**src/rtl/score_display.sv**
```systemverilog
// -----------------------------------------------------------------------------
// score_display
//   Converts the 24-bit binary score into six decimal digits with a sequential
//   shift-and-add-3 (double-dabble) engine and drives six active-low
//   seven-segment displays. A new conversion starts whenever the score bus
//   differs from the last value that was converted.
//
// Parameters
//   BLANK_LEADING : 1 = blank leading zero digits on hex5..hex1 (hex0 always lit)
//
// Ports
//   clk       : system clock, rising-edge active
//   reset_n   : synchronous reset, ACTIVE-HIGH despite the name
//   score     : unsigned binary score from the accumulator
//   hex0..5   : segment drive, active-low {g,f,e,d,c,b,a}; hex0 = ones digit
//   busy      : high while a conversion is in progress
//   overflow  : high when the last converted score exceeded 999999
// -----------------------------------------------------------------------------
module score_display #(
  parameter bit BLANK_LEADING = 1'b0
) (
  input  logic        clk,
  input  logic        reset_n,
  input  logic [23:0] score,
  output logic [6:0]  hex0,
  output logic [6:0]  hex1,
  output logic [6:0]  hex2,
  output logic [6:0]  hex3,
  output logic [6:0]  hex4,
  output logic [6:0]  hex5,
  output logic        busy,
  output logic        overflow
);

  typedef enum logic [1:0] {
    IDLE,
    SHIFT,
    DONE
  } state_t;

  localparam logic [6:0] SEG_BLANK  = 7'b1111111;
  localparam logic [6:0] SEG_ZERO   = 7'b1000000;
  localparam logic [6:0] SEG_UP_RST = BLANK_LEADING ? SEG_BLANK : SEG_ZERO;
  localparam logic [5:0][6:0] HEX_RST =
    {SEG_UP_RST, SEG_UP_RST, SEG_UP_RST, SEG_UP_RST, SEG_UP_RST, SEG_ZERO};

  // Decimal digit to active-low segment pattern.
  function automatic logic [6:0] seg7(input logic [3:0] d);
    case (d)
      4'd0:    seg7 = 7'b1000000;
      4'd1:    seg7 = 7'b1111001;
      4'd2:    seg7 = 7'b0100100;
      4'd3:    seg7 = 7'b0110000;
      4'd4:    seg7 = 7'b0011001;
      4'd5:    seg7 = 7'b0010010;
      4'd6:    seg7 = 7'b0000010;
      4'd7:    seg7 = 7'b1111000;
      4'd8:    seg7 = 7'b0000000;
      4'd9:    seg7 = 7'b0010000;
      default: seg7 = SEG_BLANK;
    endcase
  endfunction

  state_t          state,    state_next;
  logic [23:0]     last_src, last_src_next;
  logic [23:0]     bin,      bin_next;
  logic [31:0]     bcd,      bcd_next;
  logic [4:0]      cnt,      cnt_next;
  logic [5:0][6:0] hex_q,    hex_next;
  logic            busy_q,   busy_next;
  logic            ovf_q,    ovf_next;

  // Scratch values used only inside the combinational block.
  logic [31:0]     bcd_adj;
  logic [5:0][3:0] digit;
  logic            zero_above;

  // NOTE: every variable written here gets a default first, so no path can
  // leave it unassigned and infer a latch.
  always_comb begin
    state_next    = state;
    last_src_next = last_src;
    bin_next      = bin;
    bcd_next      = bcd;
    cnt_next      = cnt;
    hex_next      = hex_q;
    busy_next     = busy_q;
    ovf_next      = ovf_q;
    digit         = '0;
    zero_above    = 1'b1;

    // Add-3 correction on every BCD nibble that is 5 or more.
    for (int i = 0; i < 8; i++) begin
      bcd_adj[4*i +: 4] = (bcd[4*i +: 4] >= 4'd5) ? bcd[4*i +: 4] + 4'd3
                                                   : bcd[4*i +: 4];
    end

    case (state)
      IDLE: begin
        if (score != last_src) begin
          last_src_next = score;
          bin_next      = score;
          bcd_next      = '0;
          cnt_next      = '0;
          busy_next     = 1'b1;
          state_next    = SHIFT;
        end
      end

      SHIFT: begin
        // The accumulator's top bit falls off the shift; 8 digits hold the
        // largest 24-bit value so it is always zero here.
        {bcd_next, bin_next} = {bcd_adj, bin} << 1;
        cnt_next             = cnt + 5'd1;
        if (cnt == 5'd23) state_next = DONE;
      end

      DONE: begin
        ovf_next = |bcd[31:24];
        digit    = ovf_next ? 24'h999999 : bcd[23:0];
        // Blank a digit only while every digit above it was also a blank zero.
        for (int i = 5; i >= 1; i--) begin
          if (BLANK_LEADING && zero_above && digit[i] == 4'd0) begin
            hex_next[i] = SEG_BLANK;
          end else begin
            hex_next[i] = seg7(digit[i]);
            zero_above  = 1'b0;
          end
        end
        hex_next[0] = seg7(digit[0]);
        busy_next   = 1'b0;
        state_next  = IDLE;
      end

      default: state_next = IDLE;
    endcase
  end

  // NOTE: sequential state uses non-blocking assignments so every register
  // samples its next value from the same pre-edge snapshot.
  always_ff @(posedge clk) begin
    if (reset_n) begin  // active-high: a 1 on reset_n aborts any conversion
      state    <= IDLE;
      last_src <= '0;
      bin      <= '0;
      bcd      <= '0;
      cnt      <= '0;
      hex_q    <= HEX_RST;
      busy_q   <= 1'b0;
      ovf_q    <= 1'b0;
    end else begin
      state    <= state_next;
      last_src <= last_src_next;
      bin      <= bin_next;
      bcd      <= bcd_next;
      cnt      <= cnt_next;
      hex_q    <= hex_next;
      busy_q   <= busy_next;
      ovf_q    <= ovf_next;
    end
  end

  assign hex0     = hex_q[0];
  assign hex1     = hex_q[1];
  assign hex2     = hex_q[2];
  assign hex3     = hex_q[3];
  assign hex4     = hex_q[4];
  assign hex5     = hex_q[5];
  assign busy     = busy_q;
  assign overflow = ovf_q;

endmodule
```
**config.mk**
```make
export PLATFORM = sky130hd
export DESIGN_NAME = score_display
export DESIGN_NICKNAME = d
export VERILOG_FILES = /design/src/rtl/score_display.sv
export SDC_FILE = /design/constraint.sdc
export NUM_CORES = 1
export LEC_CHECK = 0
export CAP_MARGIN = 40
export CORE_MARGIN = 1
export CORE_UTILIZATION = 64
export DETAILED_ROUTE_END_ITERATION = 7
export DONT_BUFFER_PORTS = 1
export PLACE_DENSITY = 0.78
export SLEW_MARGIN = 20
export SYNTH_ARGS = -nofsm -noshare
export SYNTH_HDL_FRONTEND = slang
export SYNTH_SLANG_ARGS = --single-unit
export TNS_END_PERCENT = 50
```
**constraint.sdc**
```tcl
create_clock -name clk -period 2.8 [get_ports clk]
set_clock_uncertainty 0.1 [all_clocks]
set_input_delay 0.28 -clock clk [delete_from_list [all_inputs] [get_ports clk]]
set_output_delay 0.28 -clock clk [all_outputs]
set_load 0.02 [all_outputs]
```
==> impl_summary.md <==
Detailed routing
After the first detailed-routing iteration, the DRC count stood at 438. The final layout contains routed wiring with a total length of 17300 um. For this run, design rule violations remaining after detail routing come to 0. The first-pass detailed-route iteration total is 5. The routed wirelength normalized by instance count is 18.4 um.

The detailed router placed 6120 vias in this run. The count of nets left with antenna violations once routing finished came out at 0. Using the TritonRoute via totals, the vias-per-cell ratio works out to 6.50.

Synthesis
The mean instance size in the synthesized netlist is 8.16 sq um. The top cell type by area accounts for 39.9% of the synthesized area. Synthesis produced a netlist with a net count of 855.

After synthesis, the share of flip-flops with an asynchronous set or reset is 0%. The count of unique library cells instantiated by Yosys is 52. For this run, the register share of the synthesized area comes to 39.9%. Synthesis inferred 131 register bits. The most used flip-flop cell after synthesis is sky130_fd_sc_hd__dfxtp_1.

After technology mapping, the gate count stands at 805. The post-synthesis cell area is 6570 sq um. Ranked by total cell area, the synthesized netlist is headed by sky130_fd_sc_hd__dfxtp_1 40%, sky130_fd_sc_hd__nand2_1 5.3%, sky130_fd_sc_hd__o211ai_1 4.8%, sky130_fd_sc_hd__o21ai_0 4.7%, sky130_fd_sc_hd__ha_1 4.6%.

For this run, the number of Yosys warnings is 0. The largest total area in the synthesized netlist belongs to sky130_fd_sc_hd__dfxtp_1. In this run, synthesis inferred 0 flip-flops with an integrated enable.

Cells and area
Leaving out filler cells and counting taps, the final layout contains 942. Relative to the synthesized area, the layout overhead comes to 13.3%. The final design utilization is 75.4%. Of the cells placed in the final design, the portion with a size suffix greater than 1 is 6.92%. Leaving out fill and tap cells, the most frequent cells in the layout are 131 x sky130_fd_sc_hd__dfxtp_1, 92 x sky130_fd_sc_hd__nand2_1, 63 x sky130_fd_sc_hd__nor2_1.

The final net count is 846. The library cell used most frequently in the layout, excluding fill and tap cells, is sky130_fd_sc_hd__dfxtp_1. The repair_antennas step left the layout with diodes totalling 0.

Pwr
The analysis attributes to cell leakage a power of 0.00269 uW. The switching power is 1070 uW. The cell internal power dissipation is 3370 uW. Of the total power, the share spent switching nets is 24.0%. In this run, flip-flops and latches consume 45.0% of the power. Combinational logic burns 7.3% of the power. Power spread over the standard cell area amounts to 597 nW/um^2. The worst voltage drop across the vdd grid is 461 uV. The clock network is responsible for 47.7% of the overall power.

Place
The final weighted congestion in routability-driven placement is 0.891. Port buffering added 0 buffers. The cell count after placement is 883.

Detailed placement finished with a half-perimeter wire length of 10300 um. The post-placement setup slack is 0.410 ns.

Clock network
The number of gates resized after CTS is 0. The clock tree buffer depth is 2. Counting every sink on the clock net gives 131. The clock tree root buffer cell is sky130_fd_sc_hd__clkbuf_8. The setup fix buffers added after clock tree synthesis is 0.

After clock tree synthesis, the flow added hold-fix buffers numbering 26. In this run, CTS created clock tree buffers numbering 17. The clock insertion delay at the later pin of the skew report is 0.53 ns. The clock tree from TritonCTS is built.

The number of levels the H-tree was split into is 4. After clock tree synthesis, the clock-pin slew on the worst setup and hold paths is 0.06 ns.

Worst setup path
The maximum fanout count along the critical path is 7. The delay of the slowest critical-path stage is 0.37 ns. The critical path is of the flop to flop type. The critical path required time is 3.11 ns. The number of buffers and inverters on the critical path is 1. The kind of cell with the highest combined delay along the critical path is simple AND/OR/NAND/NOR gates.

The startpoint identified for the worst register-to-register timing path is bcd[26]. The signal on the critical path passes through nor4_1, nand3_1, nor2_1, inv_1, ha_1, o21ai_0, o21ai_0, a221o_1. The worst register-to-register path has a setup slack of 0.37 ns.

For the worst flop-to-flop path, the logic depth is 8. The endpoint identified for the worst register-to-register timing path is hex1[6]. The cell repeated most along the worst path is sky130_fd_sc_hd__o21ai_0. The arrival time of data at the critical path endpoint is 2.74 ns.

The launching instance or port of the critical path is bcd[26]. STA classifies the critical path endpoint as a flop. The worst setup path is launched from a flop.

The number of gates on the worst path with buffers counted is 8. The critical path ends at hex1[6]. The cell at the slowest stage of the critical path is sky130_fd_sc_hd__dfxtp_1.

Timing
The count of final max-slew check failures is 0. The transition time at the pin with the least slew margin is 0.661 ns. The worst path meets setup with 0.374 ns of slack. The final-report hold violation count came to 0. Counting I/O delays and the setup requirement, the final critical path takes 2.43 ns. The setup-violating endpoint count in the final report is 0. On the final layout, the worst hold slack is 0.0289 ns. Setup repair after global routing left no endpoint under its margin. The maximum frequency from static timing analysis is 412 MHz. The total negative slack is 0 ns. The final period utilization is 86.6%.

The relative slew slack is 55.9%.

Hold path
In this run the worst hold path is classified as primary input to flop.

Global routing
The number of global-route vias before repair is 5647. The global-route wire length before repair is 27500 um. The largest net degree at the start of global routing is 81. Global routing used 33.6% of the available tracks. The initial antenna violation count is 0. The total congestion overflow after global routing is 0.

Run
Max-cap violations in this run came to 0.

Floorplan
The floorplan has 36 rows. The initial core utilization is 66.6%. The overall die area is 10700 sq um. From left edge to right edge, the die measures 103 um. In this run the vertical extent of the chip is 103 um. After floorplanning, the core was sized to cover 9860 sq um. The total I/O pin count is 70.

Outcome
The run finished with clean final reports.
## how the worst min path moves through the flow
| stage | slack (ns) | startpoint | depth (start not counted) | endpoint |
|---|---|---|---|---|
| after detailed placement | 0.26 | reset_n | 1 | busy |
| final | 0.03 | reset_n | 4 | bcd[6] |
| after global placement | 0.26 | reset_n | 1 | busy |
| after global routing | 0.03 | reset_n | 4 | bcd[28] |
| after CTS | 0.02 | reset_n | 4 | bcd[26] |
| after floorplan | 0.33 | bin[0] | 2 | bin[0] |
## worst reg2reg max path: cells and delay by family, from the launching register on
kind                     cells  cell delay, ns
AO/OA/AOI/OAI                3            0.61
flip-flops                   1            0.37
buffers and inverters        1            0.14
AND/OR/NAND/NOR              3            0.86
adder cells (fa/ha/maj)      1            0.23
## through the flow
step | instance area (sq um) | total power, uW
2_1_floorplan | 6570 | 2220
3_5_place_dp | 6580 | 2290
4_1_cts | 7420 | 4430
6_report | 7440 | 4440
5_1_grt | 7440 | 4570
3_3_place_gp | 6580 | 2280
## cell usage after synthesis (11+ instances only)
cell type / instances
sky130_fd_sc_hd__clkbuf_1: 62
sky130_fd_sc_hd__o211ai_1: 42
sky130_fd_sc_hd__o311ai_1: 11
sky130_fd_sc_hd__o221ai_1: 15
sky130_fd_sc_hd__a31oi_1: 14
sky130_fd_sc_hd__nor2_1: 63
sky130_fd_sc_hd__o21ai_0: 62
sky130_fd_sc_hd__inv_1: 34
sky130_fd_sc_hd__o32ai_1: 13
sky130_fd_sc_hd__ha_1: 24
sky130_fd_sc_hd__nor3_1: 11
sky130_fd_sc_hd__a21oi_1: 51
sky130_fd_sc_hd__nand2_1: 92
sky130_fd_sc_hd__xor2_1: 26
sky130_fd_sc_hd__o22ai_1: 11
sky130_fd_sc_hd__dfxtp_1: 131
sky130_fd_sc_hd__xnor2_1: 11
sky130_fd_sc_hd__a22oi_1: 16
## layer usage
layer | global-route usage [%] | vias up | routed length, um
met5 | 0 | - | 0
met4 | 13.2 | 0 | 312
met3 | 8.87 | 38 | 1400
met2 | 54.5 | 274 | 8210
met1 | 43.0 | 2902 | 7400
li1 | - | 2906 | -
## cell type report
| class | count | area [sq um] |
|---|---|---|
| tap | 133 | 166 |
| fill | 705 | 2430 |
| clock inverter | 10 | 108 |
| inverter | 38 | 143 |
| multi-input combinational | 563 | 3520 |
| clock buffer | 22 | 453 |
| timing repair buffer | 45 | 428 |
| sequential | 131 | 2620 |
## state kept, by name, indices dropped and copies added, names as in the netlist
| register | cells |
|---|---|
| bcd | 32 |
| bin | 24 |
| busy | 1 |
| cnt | 5 |
| hex0 | 7 |
| hex1 | 7 |
| hex2 | 7 |
| hex3 | 7 |
| hex4 | 7 |
| hex5 | 7 |
| last_src | 24 |
| overflow | 1 |
| state | 2 |
## logic make-up (layout without fill, tap and decap cells)
| logic type | after synthesis | after routing | synth area share (%) |
|---|---|---|---|
| AOI/OAI and AO/OA | 288 | 288 | 29.4 |
| xor gates and xnor gates | 37 | 37 | 4.94 |
| adders and majority gates | 24 | 24 | 4.57 |
| buffers and inverters | 111 | 115 | 6.71 |
| DFF | 131 | 131 | 39.9 |
| muxes | 3 | 3 | 0.457 |
| and+or+nand+nor | 211 | 211 | 14.0 |
## power groups by stage
stage	clock [uW]	combinational, uW	sequential, uW
after floorplan	0	206	2010
after global placement	0	245	2030
after CTS	2130	307	2000
after detailed placement	0	252	2030
final	2120	323	2000
after global routing	2210	347	2010
No activity file was read; power rests on OpenSTA's default activity.
